File: config.mk
export PLATFORM = sky130hd
export DESIGN_NAME = sram_tp_reg_based_multi_bank_clr
export DESIGN_NICKNAME = d
export VERILOG_FILES = /design/src/rtl/sram_tp_reg_based_multi_bank_clr_pkg.sv /design/src/rtl/sram_tp_reg_based_multi_bank_clr_bank.sv /design/src/rtl/sram_tp_reg_based_multi_bank_clr.sv
export SDC_FILE = /design/constraint.sdc
export NUM_CORES = 1
export LEC_CHECK = 0
export ABC_CLOCK_PERIOD_IN_PS = 1780
export CAP_MARGIN = 40
export CORE_AREA = 2 2 135 137
export DETAILED_ROUTE_END_ITERATION = 16
export DIE_AREA = 0 0 137 139
export PLACE_DENSITY = 0.75
export SETUP_SLACK_MARGIN = 0.05
export SLEW_MARGIN = 0
export SYNTH_ARGS = -nofsm -noshare
export SYNTH_HDL_FRONTEND = slang
export SYNTH_SLANG_ARGS = --single-unit
File: constraint.sdc
create_clock -name clk -period 1.78 [get_ports clk]
set_input_delay 0.267 -clock clk [delete_from_list [all_inputs] [get_ports clk]]
set_output_delay 0.267 -clock clk [all_outputs]
set_load 0.005 [all_outputs]
File: src/rtl/sram_tp_reg_based_multi_bank_clr_pkg.sv
// Shared definitions for the multi-bank two-port register SRAM with clear sequencer:
// clear FSM encodings and the ceiling-log2 helper used to size indices.
package sram_tp_reg_based_multi_bank_clr_pkg;

    localparam int CLR_ST_WD = 2;

    localparam logic [CLR_ST_WD-1:0] CLR_IDLE = 2'd0;
    localparam logic [CLR_ST_WD-1:0] CLR_CLR  = 2'd1;
    localparam logic [CLR_ST_WD-1:0] CLR_DONE = 2'd2;

    // Ceiling log2 with a floor of 1 bit, so a 2-entry index still gets a wire.
    function automatic int func_log2(input int value);
        int res;
        res = 1;
        for (int i = 1; i < 31; i++) begin
            if ((32'sd1 <<< i) < value) begin
                res = i + 1;
            end
        end
        return res;
    endfunction

endpackage

File: src/rtl/sram_tp_reg_based_multi_bank_clr_bank.sv
// One register-array bank: synchronous write, read data captured on the read strobe,
// optional same-cycle write-to-read bypass. Storage is deliberately left unreset.
module sram_tp_reg_based_multi_bank_clr_bank
    import sram_tp_reg_based_multi_bank_clr_pkg::*;
#(
    parameter int KNOB_BYPASS = 0,
    parameter int SIZE        = 8,
    parameter int SIZE_WD     = 3,
    parameter int DATA_WD     = 8
) (
    input  logic               clk,
    input  logic               rst,
    input  logic               wr_en,
    input  logic [SIZE_WD-1:0] wr_adr,
    input  logic [DATA_WD-1:0] wr_dat,
    input  logic               rd_en,
    input  logic [SIZE_WD-1:0] rd_adr,
    output logic [DATA_WD-1:0] rd_dat
);

    logic [DATA_WD-1:0] mem_r [SIZE];
    logic [DATA_WD-1:0] rd_dat_r;
    logic [DATA_WD-1:0] rd_nxt_s;

    // storage write
    always_ff @(posedge clk) begin
        if (wr_en) begin
            mem_r[wr_adr] <= wr_dat;
        end
    end

    // read source select, forwarding the in-flight write when bypass is enabled
    always_comb begin
        rd_nxt_s = mem_r[rd_adr];
        if ((KNOB_BYPASS == 1) && wr_en && (wr_adr == rd_adr)) begin
            rd_nxt_s = wr_dat;
        end else begin
            rd_nxt_s = mem_r[rd_adr];
        end
    end

    // read data register, holds between strobes
    always_ff @(posedge clk) begin
        if (rst) begin
            rd_dat_r <= {DATA_WD{1'b0}};
        end else if (rd_en) begin
            rd_dat_r <= rd_nxt_s;
        end
    end

    assign rd_dat = rd_dat_r;

endmodule

File: src/rtl/sram_tp_reg_based_multi_bank_clr.sv
// Multi-bank two-port register SRAM with independent write/read bank selects and a
// hardware sequencer that zeroes one bank or all banks.
module sram_tp_reg_based_multi_bank_clr
    import sram_tp_reg_based_multi_bank_clr_pkg::*;
#(
    parameter int  KNOB_REGOUT = 0,
    parameter int  KNOB_BYPASS = 0,
    parameter int  NUMB_BNK    = 3,
    parameter int  SIZE        = 8,
    parameter int  DATA_WD     = 8,
    localparam int NUMB_BNK_WD = func_log2(NUMB_BNK),
    localparam int SIZE_WD     = func_log2(SIZE)
) (
    input  logic                   clk,
    input  logic                   rst,
    input  logic [NUMB_BNK_WD-1:0] wr_bnk_i,
    input  logic                   wr_val_i,
    input  logic [SIZE_WD-1:0]     wr_adr_i,
    input  logic [DATA_WD-1:0]     wr_dat_i,
    input  logic [NUMB_BNK_WD-1:0] rd_bnk_i,
    input  logic                   rd_val_i,
    input  logic [SIZE_WD-1:0]     rd_adr_i,
    output logic                   rd_val_o,
    output logic [DATA_WD-1:0]     rd_dat_o,
    input  logic                   clr_req_i,
    input  logic                   clr_all_i,
    input  logic [NUMB_BNK_WD-1:0] clr_bnk_i,
    output logic                   clr_bsy_o,
    output logic                   clr_don_o
);

    localparam logic [SIZE_WD-1:0]   CNT_LAST = SIZE_WD'(SIZE - 1);
    localparam logic [NUMB_BNK_WD:0] BNK_LIM  = (NUMB_BNK_WD + 1)'(NUMB_BNK);

    if ((KNOB_REGOUT != 0) && (KNOB_REGOUT != 1)) begin : g_bad_regout
        $error("sram_tp_reg_based_multi_bank_clr: KNOB_REGOUT must be 0 or 1");
    end

    logic [CLR_ST_WD-1:0]   clr_st_r;
    logic [CLR_ST_WD-1:0]   clr_st_nxt_s;
    logic [SIZE_WD-1:0]     clr_cnt_r;
    logic                   clr_all_r;
    logic [NUMB_BNK_WD-1:0] clr_bnk_r;
    logic                   clr_bsy_r;
    logic                   clr_don_r;

    // clear sequencer next state; requests outside IDLE are dropped
    always_comb begin
        clr_st_nxt_s = clr_st_r;
        case (clr_st_r)
            CLR_IDLE: begin
                if (clr_req_i) begin
                    clr_st_nxt_s = CLR_CLR;
                end else begin
                    clr_st_nxt_s = CLR_IDLE;
                end
            end
            CLR_CLR: begin
                if (clr_cnt_r == CNT_LAST) begin
                    clr_st_nxt_s = CLR_DONE;
                end else begin
                    clr_st_nxt_s = CLR_CLR;
                end
            end
            CLR_DONE: clr_st_nxt_s = CLR_IDLE;
            default:  clr_st_nxt_s = CLR_IDLE;
        endcase
    end

    // clear state, latched target and counter; busy/done are registered off the next state
    always_ff @(posedge clk) begin
        if (rst) begin
            clr_st_r  <= CLR_IDLE;
            clr_cnt_r <= {SIZE_WD{1'b0}};
            clr_all_r <= 1'b0;
            clr_bnk_r <= {NUMB_BNK_WD{1'b0}};
            clr_bsy_r <= 1'b0;
            clr_don_r <= 1'b0;
        end else begin
            clr_st_r  <= clr_st_nxt_s;
            clr_bsy_r <= (clr_st_nxt_s == CLR_CLR);
            clr_don_r <= (clr_st_nxt_s == CLR_DONE);
            if ((clr_st_r == CLR_IDLE) && clr_req_i) begin
                clr_all_r <= clr_all_i;
                clr_bnk_r <= clr_bnk_i;
                clr_cnt_r <= {SIZE_WD{1'b0}};
            end else if ((clr_st_r == CLR_CLR) && (clr_cnt_r != CNT_LAST)) begin
                clr_cnt_r <= clr_cnt_r + SIZE_WD'(1);
            end
        end
    end

    assign clr_bsy_o = clr_bsy_r;
    assign clr_don_o = clr_don_r;

    logic [DATA_WD-1:0] bnk_rdat_s [NUMB_BNK];

    for (genvar b = 0; b < NUMB_BNK; b++) begin : g_bnk
        logic               tgt_s;
        logic               wen_s;
        logic               ren_s;
        logic [SIZE_WD-1:0] wadr_s;
        logic [DATA_WD-1:0] wdat_s;

        // a bank under clear is owned by the sequencer; reset suppresses the pending clear write
        always_comb begin
            tgt_s = (clr_st_r == CLR_CLR) && (clr_all_r || (clr_bnk_r == NUMB_BNK_WD'(b)));
            wen_s = (tgt_s && !rst) || (wr_val_i && (wr_bnk_i == NUMB_BNK_WD'(b)) && !tgt_s);
            ren_s = rd_val_i && (rd_bnk_i == NUMB_BNK_WD'(b));
            if (tgt_s) begin
                wadr_s = clr_cnt_r;
                wdat_s = {DATA_WD{1'b0}};
            end else begin
                wadr_s = wr_adr_i;
                wdat_s = wr_dat_i;
            end
        end

        sram_tp_reg_based_multi_bank_clr_bank #(
            .KNOB_BYPASS (KNOB_BYPASS),
            .SIZE        (SIZE),
            .SIZE_WD     (SIZE_WD),
            .DATA_WD     (DATA_WD)
        ) u_bank (
            .clk    (clk),
            .rst    (rst),
            .wr_en  (wen_s),
            .wr_adr (wadr_s),
            .wr_dat (wdat_s),
            .rd_en  (ren_s),
            .rd_adr (rd_adr_i),
            .rd_dat (bnk_rdat_s[b])
        );
    end

    logic                   rd_val_r;
    logic                   rd_oor_r;
    logic [NUMB_BNK_WD-1:0] rd_sel_r;
    logic [DATA_WD-1:0]     rd_mux_s;

    // remember which bank answered the last read so the returned word holds
    always_ff @(posedge clk) begin
        if (rst) begin
            rd_val_r <= 1'b0;
            rd_oor_r <= 1'b0;
            rd_sel_r <= {NUMB_BNK_WD{1'b0}};
        end else begin
            rd_val_r <= rd_val_i;
            if (rd_val_i) begin
                rd_sel_r <= rd_bnk_i;
                rd_oor_r <= ({1'b0, rd_bnk_i} >= BNK_LIM);
            end
        end
    end

    // read mux; an out-of-range bank returns zero
    always_comb begin
        rd_mux_s = {DATA_WD{1'b0}};
        for (int b = 0; b < NUMB_BNK; b++) begin
            if (!rd_oor_r && (rd_sel_r == NUMB_BNK_WD'(b))) begin
                rd_mux_s = bnk_rdat_s[b];
            end else begin
                rd_mux_s = rd_mux_s;
            end
        end
    end

    if (KNOB_REGOUT == 1) begin : g_regout
        logic               rd_val_q_r;
        logic [DATA_WD-1:0] rd_dat_q_r;

        // extra output stage
        always_ff @(posedge clk) begin
            if (rst) begin
                rd_val_q_r <= 1'b0;
                rd_dat_q_r <= {DATA_WD{1'b0}};
            end else begin
                rd_val_q_r <= rd_val_r;
                if (rd_val_r) begin
                    rd_dat_q_r <= rd_mux_s;
                end
            end
        end

        assign rd_val_o = rd_val_q_r;
        assign rd_dat_o = rd_dat_q_r;
    end else begin : g_direct
        assign rd_val_o = rd_val_r;
        assign rd_dat_o = rd_mux_s;
    end

endmodule

======== Word-level counts from Yosys, hierarchy flattened ========
Memory sizes are Yosys's and may differ from the RTL's. A register that Yosys moved wholly into a read port is not among the register bits.
Index checks and enable logic that the tools add are counted.
operators by class
  add/subtract/negate cells ............... 1
  order comparisons ....................... 1
  eq/ne operators ......................... 13
  mux-type cells .......................... 18
  reductions and logical operators ........ 37
operator list
  kind                                                      count
  two-way mux 8 bit                                         6
  logical AND 1 bit                                         20
  == test 2 x 1 -> 1 bit, second input constant             6
  == test 2 bit, second input constant                      5
  zero test 2 bit                                           5
  two-way mux 3 bit                                         3
  two-way mux 1 bit                                         7
  logical OR 1 bit                                          6
  zero test 1 bit                                           5
  case mux 2 bit (2 select lines)                           1
  adder 3 x 1 -> 3 bit, second input constant               1
  == test 3 bit, second input constant                      1
  inequality test 3 bit, second input constant              1
  greater-or-equal comparator 2 bit, second input constant  1
  two-way mux 2 bit                                         1
  OR reduction 2 bit                                        1
word-level totals
  bits in registers ....................... 14
  bits in writable memories ............... 192
  word-level logic and storage cells ...... 82
  memories kept ........................... 3
memories
  memory                 words  bits a word  read ports  clocked after Yosys merged registers in  write ports  line                                         text
  g_bnk[0].u_bank.mem_r  8      8            1           1                                        1            sram_tp_reg_based_multi_bank_clr_bank.sv:21  logic [DATA_WD-1:0] mem_r [SIZE];
  g_bnk[1].u_bank.mem_r  8      8            1           1                                        1            sram_tp_reg_based_multi_bank_clr_bank.sv:21
  g_bnk[2].u_bank.mem_r  8      8            1           1                                        1            sram_tp_reg_based_multi_bank_clr_bank.sv:21

======== Longest topological paths before layout ========
Gate-level depths: netlist (run 1).
  depth in word-level cells ............... 8
  mapped depth ............................ 6
  depth with buffers taken out ............ 5

======== By module ========
A second synthesis (run 1) with hierarchy kept.
unflattened totals
  cell total of the unflattened synthesis .. 620
  area, all modules ....................... 9575.4 µm²
modules (own cells, without submodules)
  module                                 times used  cells each  area an instance (µm²)
  sram_tp_reg_based_multi_bank_clr_bank  3           162         2812.7
  sram_tp_reg_based_multi_bank_clr       1           134         1137.3

======== Worst setup path after synthesis (run 1) ========
Ideal clock, no wire load.
  path type ............................... reg2reg
  start point ............................. register clr_st_r[1]
  end point ............................... memory g_bnk[0].u_bank.mem_r[6][0], enable pin
  arrival time ............................ 1.514 ns
  required time ........................... 1.404 ns
  setup slack ............................. -0.110 ns
  cell stages (with the launch flop) ...... 5
  clock period less this slack ............ 1.890 ns
  path through ............................ dfxtp_1 -> and2b_1 -> o21ai_2 -> buf_4 -> mux2i_1
on the way
  word-level cells in the longest chain between the ends .. 7
RTL lines
  what                                     line                                         text
  start: declaration                       sram_tp_reg_based_multi_bank_clr.sv:39       logic [CLR_ST_WD-1:0] clr_st_r;
  start signal: assignment                 sram_tp_reg_based_multi_bank_clr.sv:80       clr_st_r <= clr_st_nxt_s;
  == test 2 x 1 -> 1 bit (*)               sram_tp_reg_based_multi_bank_clr.sv:107      tgt_s = (clr_st_r == CLR_CLR) && (clr_all_r || (clr_bnk_r == NUMB_BNK_WD'(b)));
  logical AND 1 bit (*)                    sram_tp_reg_based_multi_bank_clr.sv:107
  zero test 1 bit                          sram_tp_reg_based_multi_bank_clr.sv:108      wen_s = (tgt_s && !rst) || (wr_val_i && (wr_bnk_i == NUMB_BNK_WD'(b)) && !tgt_s);
  logical AND 1 bit                        sram_tp_reg_based_multi_bank_clr.sv:108
  logical OR 1 bit                         sram_tp_reg_based_multi_bank_clr.sv:108
  two-way mux 1 bit                        sram_tp_reg_based_multi_bank_clr_bank.sv:27  if (wr_en) begin
  two-way mux 1 bit (not written as such)  sram_tp_reg_based_multi_bank_clr_bank.sv:28  mem_r[wr_adr] <= wr_dat;
  end: declaration                         sram_tp_reg_based_multi_bank_clr_bank.sv:21
Mark *: on every way between the ends. The rest lies on a longest branch, timed or not.

======== Worst setup path in the final report (run 1) ========
  start point ............................. register rd_sel_r[0]
  end point ............................... output port rd_dat_o[4]
on the way
  word-level cells in the longest chain between the ends .. 5
RTL lines
  what                             line                                     text
  start: declaration               sram_tp_reg_based_multi_bank_clr.sv:138  logic [NUMB_BNK_WD-1:0] rd_sel_r;
  start signal: assignment         sram_tp_reg_based_multi_bank_clr.sv:146  rd_sel_r <= {NUMB_BNK_WD{1'b0}};
  start signal: assignment         sram_tp_reg_based_multi_bank_clr.sv:150  rd_sel_r <= rd_bnk_i;
  zero test 2 bit                  sram_tp_reg_based_multi_bank_clr.sv:160  if (!rd_oor_r && (rd_sel_r == NUMB_BNK_WD'(b))) begin
  logical AND 1 bit                sram_tp_reg_based_multi_bank_clr.sv:160
  two-way mux 8 bit (2 in series)  sram_tp_reg_based_multi_bank_clr.sv:160
  two-way mux 8 bit (*)            sram_tp_reg_based_multi_bank_clr.sv:160
  end: declaration                 sram_tp_reg_based_multi_bank_clr.sv:24   output logic [DATA_WD-1:0] rd_dat_o,
Marks and branches as above.

==> results.toml, run 1 <==
[logic_synthesis]
yosysWarnings = 0
synth.ff_latch_count = 230
synth_commonest_cells = "edfxtp_1 (192), mux2i_1 (134), a22oi_1 (40), nand2_1 (40), dfxtp_1 (38)"
synthesis.area_um2 = 9570
synthTopCellsByArea = "edfxtp_1 (60%), mux2i_1 (14%), dfxtp_1 (7.9%)"
synth_most_common_cell = "edfxtp_1"
yosys.cell_types.count = 36
ys_async_sr_fraction_pct = 0
syn_area_per_cell_um2 = 15.4
synth_top_area_share_pct = 60.2
synth-main-ff-cell = "edfxtp_1"
syn-num-nets = 649
synth_edf_count = 192
yosysTopAreaCell = "edfxtp_1"
ys_seq_area_share_pct = 68.2
syn_inst = 621

[route]
drt-pass1-iter-count = 5
avgRoutedWirePerCell_um = 21.7
vias = 5734
drt-vias-per-instance = 5.95
first_iter_violations = 462
drtAntennaViolNets = 0
drc = 0
finalWirelength_um = 20900

[timing]
period_needed_ps = 1950
fin_crit_sh_pct = 109
fin_skew_ps = 7.32
finalWorstSetupSlack_ps = -166
rsz0062_at_grt = "yes"
tightest_slew_ps = 899
max_freq_mhz = 514
slew_headroom_pct = 39.8
setup_violations = 8
hold_viol = 0
maxSlewViolCount = 0

[critical_path]
crit_path_end_kind = "output port"
critical_path_arrival_ps = 1680
critPathKind = "reg -> out"
startpoint_type = "flop"
critical_path_required_ps = 1510
crit_path_max_fanout = 4

[global_routing]
grt_pass1_wl_um = 31900
grt_max_degree = 27
antenna_found_initial = 0
grt_pass1_vias = 5692
grt_use_total_pct = 22.1
overflow = 0

[final_layout]
stdcell_count = 963
layout-drive-gt1-share_pct = 19.6
areaGrowthSynthToFinish_pct = 19.6
nFillCells = 1236
num_antenna_cells = 0
fin_nets = 744

[die]
rows = 49
die-area_um2 = 19000
start_util_pct = 54.2
die_w_um = 137
ios = 37
coreArea_um2 = 17700
die_y_um = 139

[clock_network]
clock_latency_ps = 500
cts_root_buf = "clkbuf_16"
clk_pin_slew_ps = 60
cts_sinks = 230
cts_tree = "done"
cts_buffer_depth = 3
cts-buffers-inserted = 24
cts_max_level = 1

[pwr]
internal_power_uw = 9110
swShare_pct = 21.3
pwr-share-comb_pct = 7.6
clockPowerShare_pct = 40.4
leakage_uw = 0.00420
p_sw_uw = 2470
power.total_uw = 11600
power-per-cell-area_nw_per_um2 = 1010
seq_power_share_pct = 52.0
peakVddDrop_mv = 0.854

[place]
gp_congestion = 0.920
dp_hpwl_um = 14100
place_inst = 909
io_buffers = 36

[status]
status = "finished with violations"
violations = "setup timing"

[flow_run]
drv_cap = 0

[min_path]
hold_path.class = "in -> reg"
==> through the flow <==
stage / cell area, um^2 / utilization, % / hold slack [ps] / setup TNS [ps] / worst slack [ps]
floorplan: 9590 / - / 414 / 0 / 17.5
global placement: 10600 / 59.9 / 456 / -26050 / -177
detailed placement: 10600 / 59.9 / 463 / -41140 / -256
CTS: 11400 / 64.6 / 388 / -1270 / -214
global route: 11500 / 64.9 / 412 / -1400 / -223
finish: 11500 / 64.9 / 394 / -877 / -166
==> sequential cells by signal, indices dropped and copies added (netlist names), 2 cells and up <==
signal               cells
clr_st_r                 2
g_bnk.u_bank.rd_dat     24
clr_bnk_r                2
g_bnk.u_bank.mem_r     192
rd_sel_r                 2
clr_cnt_r                3
==> final cells by class <==
class | instances | area, um^2 | area share, %
Sequential cell | 230 | 6530 | 57.0
Clock inverter | 11 | 85.1 | 0.743
Tap cell | 229 | 287 | 2.50
Inverter | 2 | 7.51 | 0.0656
Clock buffer | 33 | 666 | 5.81
Timing Repair Buffer | 104 | 961 | 8.39
Multi-Input combinational cell | 354 | 2920 | 25.5
==> worst max-delay path: stages (launching register included) <==
cell,delay [ps]
dfxtp_2,400
buf_8,150
mux2i_4,270
o22a_1,180
nor2_1,40
buf_2,130
==> final timing paths <==
path / from / to / slack, ps / depth (start not counted)
worst min-delay path: clr_bnk_i[1] / clr_bnk_r[1] / 390 / 3
worst max register to register: clr_st_r[1] / g_bnk[0].u_bank.mem_r[5][7] / 110 / 5
worst min register to register: g_bnk[2].u_bank.rd_dat[1] / g_bnk[2].u_bank.rd_dat[1] / 480 / 1
worst max-delay path: rd_sel_r[0] / rd_dat_o[4] / -170 / 5
==> layout by cell type, fill, tap and decap left out, drive strengths merged, types with 7 or more instances in the layout <==
cell type and instances:
and2 25, clkinv 8, nand2 40, mux2i 134, buf 77, nor2 21, a32o 24, nor2b 12
clkdlybuf4s50 27, dfxtp 38, edfxtp 192, a22oi 40, nand3 9, a21oi 10, clkbuf 33, o22a 7
==> logic make-up after synthesis <==
kind of cell / share of synthesized area (%)
XOR/XNOR: 0.0915
buffers and inverters: 2.69
multiplexers: 14.0
AND/OR/NAND/NOR: 7.40
flip-flops: 68.2
adder cells (fa/ha/maj): 0.261
AO/OA/AOI/OAI: 7.36
==> power by group through the flow <==
stage / clock network, uW / registers, uW / logic (uW)
2_1_floorplan: 0 / 6100 / 511
3_3_place_gp: 0 / 6120 / 796
3_5_place_dp: 0 / 6120 / 830
4_1_cts: 4760 / 6010 / 858
5_1_grt: 4970 / 6020 / 940
6_report: 4680 / 6020 / 880
==> what timing repair did <==
item | 4_1_cts | 5_1_grt
buffers inserted | 7 | 2
endpoints found under the hold margin | 0 | 0
pin swaps | 6 | 3
hold buffers | 0 | 0
gates resized for setup | 47 | 5
endpoints found under the setup margin | 288 | 317
gates cloned | 0 | 2
==> layer usage <==
metal	vias up	share of wire, %	global-route usage [%]
met2	253	48	35.4
li1	2604	-	-
met5	-	0	0
met1	2829	42	31.5
met3	48	7.6	3.11
met4	0	2.7	7.00
Power figures use the tool's default switching activity.
==> inputs of run 2 (changes only) <==
Settings changed: SETUP_SLACK_MARGIN 0.05 to 0.15.
==> results.toml, run 2 (same netlist as run 1, synthesis figures left out) <==
[global_routing]
grt_max_degree = 42
grt_pass1_vias = 5724
overflow = 0
grt_use_total_pct = 22.8
grt_pass1_wl_um = 32500
antenna_found_initial = 0

[timing]
hold_viol = 0
slew_headroom_pct = 39.8
max_freq_mhz = 523
fin_crit_sh_pct = 107
maxSlewViolCount = 0
tightest_slew_ps = 899
fin_skew_ps = 9.92
finalWorstSetupSlack_ps = -133
period_needed_ps = 1910
setup_violations = 8
rsz0062_at_grt = "yes"
whs_ps = 395

[place]
dpl-instance-area_um2 = 10700
gp_congestion = 0.867
io_buffers = 36
dp_hpwl_um = 14600

[clock_network]
clock_latency_ps = 510
cts-buffers-inserted = 23
cts_sinks = 230
cts_tree = "done"
cts_max_level = 1
cts_root_buf = "clkbuf_16"
clk_pin_slew_ps = 60
cts_buffer_depth = 3
hold_buffers = 0

[route]
drtAntennaViolNets = 0
vias = 5694
drt-vias-per-instance = 5.88
first_iter_violations = 592
drc = 0
avgRoutedWirePerCell_um = 22.3
finalWirelength_um = 21500
drt-pass1-iter-count = 6

[die]
rows = 49
die_y_um = 139
ios = 37
coreArea_um2 = 17700
die-area_um2 = 19000
start_util_pct = 54.2
die_w_um = 137

[status]
status = "finished with violations"
violations = "setup timing"

[critical_path]
critical_path_required_ps = 1510
critPathKind = "reg -> out"
r2r_cells = 6
critical_path_arrival_ps = 1650
startpoint_type = "flop"
crit_path_end_kind = "output port"
rrSetupSlack_ps = 120
crit_path_max_fanout = 6

[final_layout]
final_cell_mix = "edfxtp_1 (192), mux2i_1 (118), buf_4 (49), a22oi_1 (40), nand2_1 (39)"
largest_reg_flops = 192
final_util_pct = 66.5
num_antenna_cells = 0
nFillCells = 1193
areaGrowthSynthToFinish_pct = 22.7
fin_nets = 752
layout-drive-gt1-share_pct = 24.4
fin_area_um2 = 11700
final_common_cell = "edfxtp_1"
largest-register = "g_bnk.u_bank.mem_r"

[min_path]
min_path_cells = 3
hold_path.class = "in -> reg"

[pwr]
power-per-cell-area_nw_per_um2 = 968
peakVddDrop_mv = 0.830
leakage_uw = 0.00428

[flow_run]
drv_cap = 0
==> run 2: what timing repair did <==
action                                  4_1_cts  5_1_grt
endpoints found under the setup margin      242      250
gates resized for setup                      82       31
pin swaps                                    10       14
gates cloned                                  2        0
setup buffers                                11        6
==> run 2: where the power goes <==
part	internal (uW)	switching, uW	leakage [uW]
combinational	452	526	0.00189
clock	2490	1890	0.000335
sequential	5960	51.7	0.00205
total	8900	2470	0.00428
==> run 2: final cells by class <==
cell class                      instances  area (um^2)  share of cell area (%)
Multi-Input combinational cell        352         3040                    25.9
Clock buffer                           31          636                    5.41
Inverter                                2         7.51                  0.0639
Clock inverter                          9         42.5                   0.362
Timing Repair Buffer                  115         1190                    10.1
Sequential cell                       230         6540                    55.7
Tap cell                              229          287                    2.44
==> run 2: path summary, 6_finish.rpt <==
kind,startpoint,to
min reg2reg,g_bnk[2].u_bank.rd_dat[3],g_bnk[2].u_bank.rd_dat[3]
max reg2reg,clr_bnk_r[0],g_bnk[1].u_bank.mem_r[2][7]
max,rd_sel_r[0],rd_dat_o[4]
min,clr_bnk_i[0],clr_bnk_r[0]
==> run 2: worst max-delay path, cell delays in order (launching register included) <==
cell	delay, ps
dfxtp_2	370
buf_12	140
mux2i_4	250
o22a_1	180
nor2_2	50
buf_2	140
==> run 2: routing by layer <==
layer,up-vias,global-route usage [%],share of wire (%)
met5,-,0,0
met4,0,5.53,1.9
met3,36,3.65,6.6
met2,218,37.7,50
met1,2818,31.8,42
li1,2622,-,-
==> run 2: per-stage QoR <==
stage	std cells	setup TNS (ps)	total power, uW	worst slack, ps
after floorplan	621	0	6620	51.7
after global placement	909	-39970	6950	-269
after detailed placement	909	-45530	6980	-287
after CTS	962	-688	11400	-127
after global routing	968	-981	11700	-169
final	968	-586	11400	-133
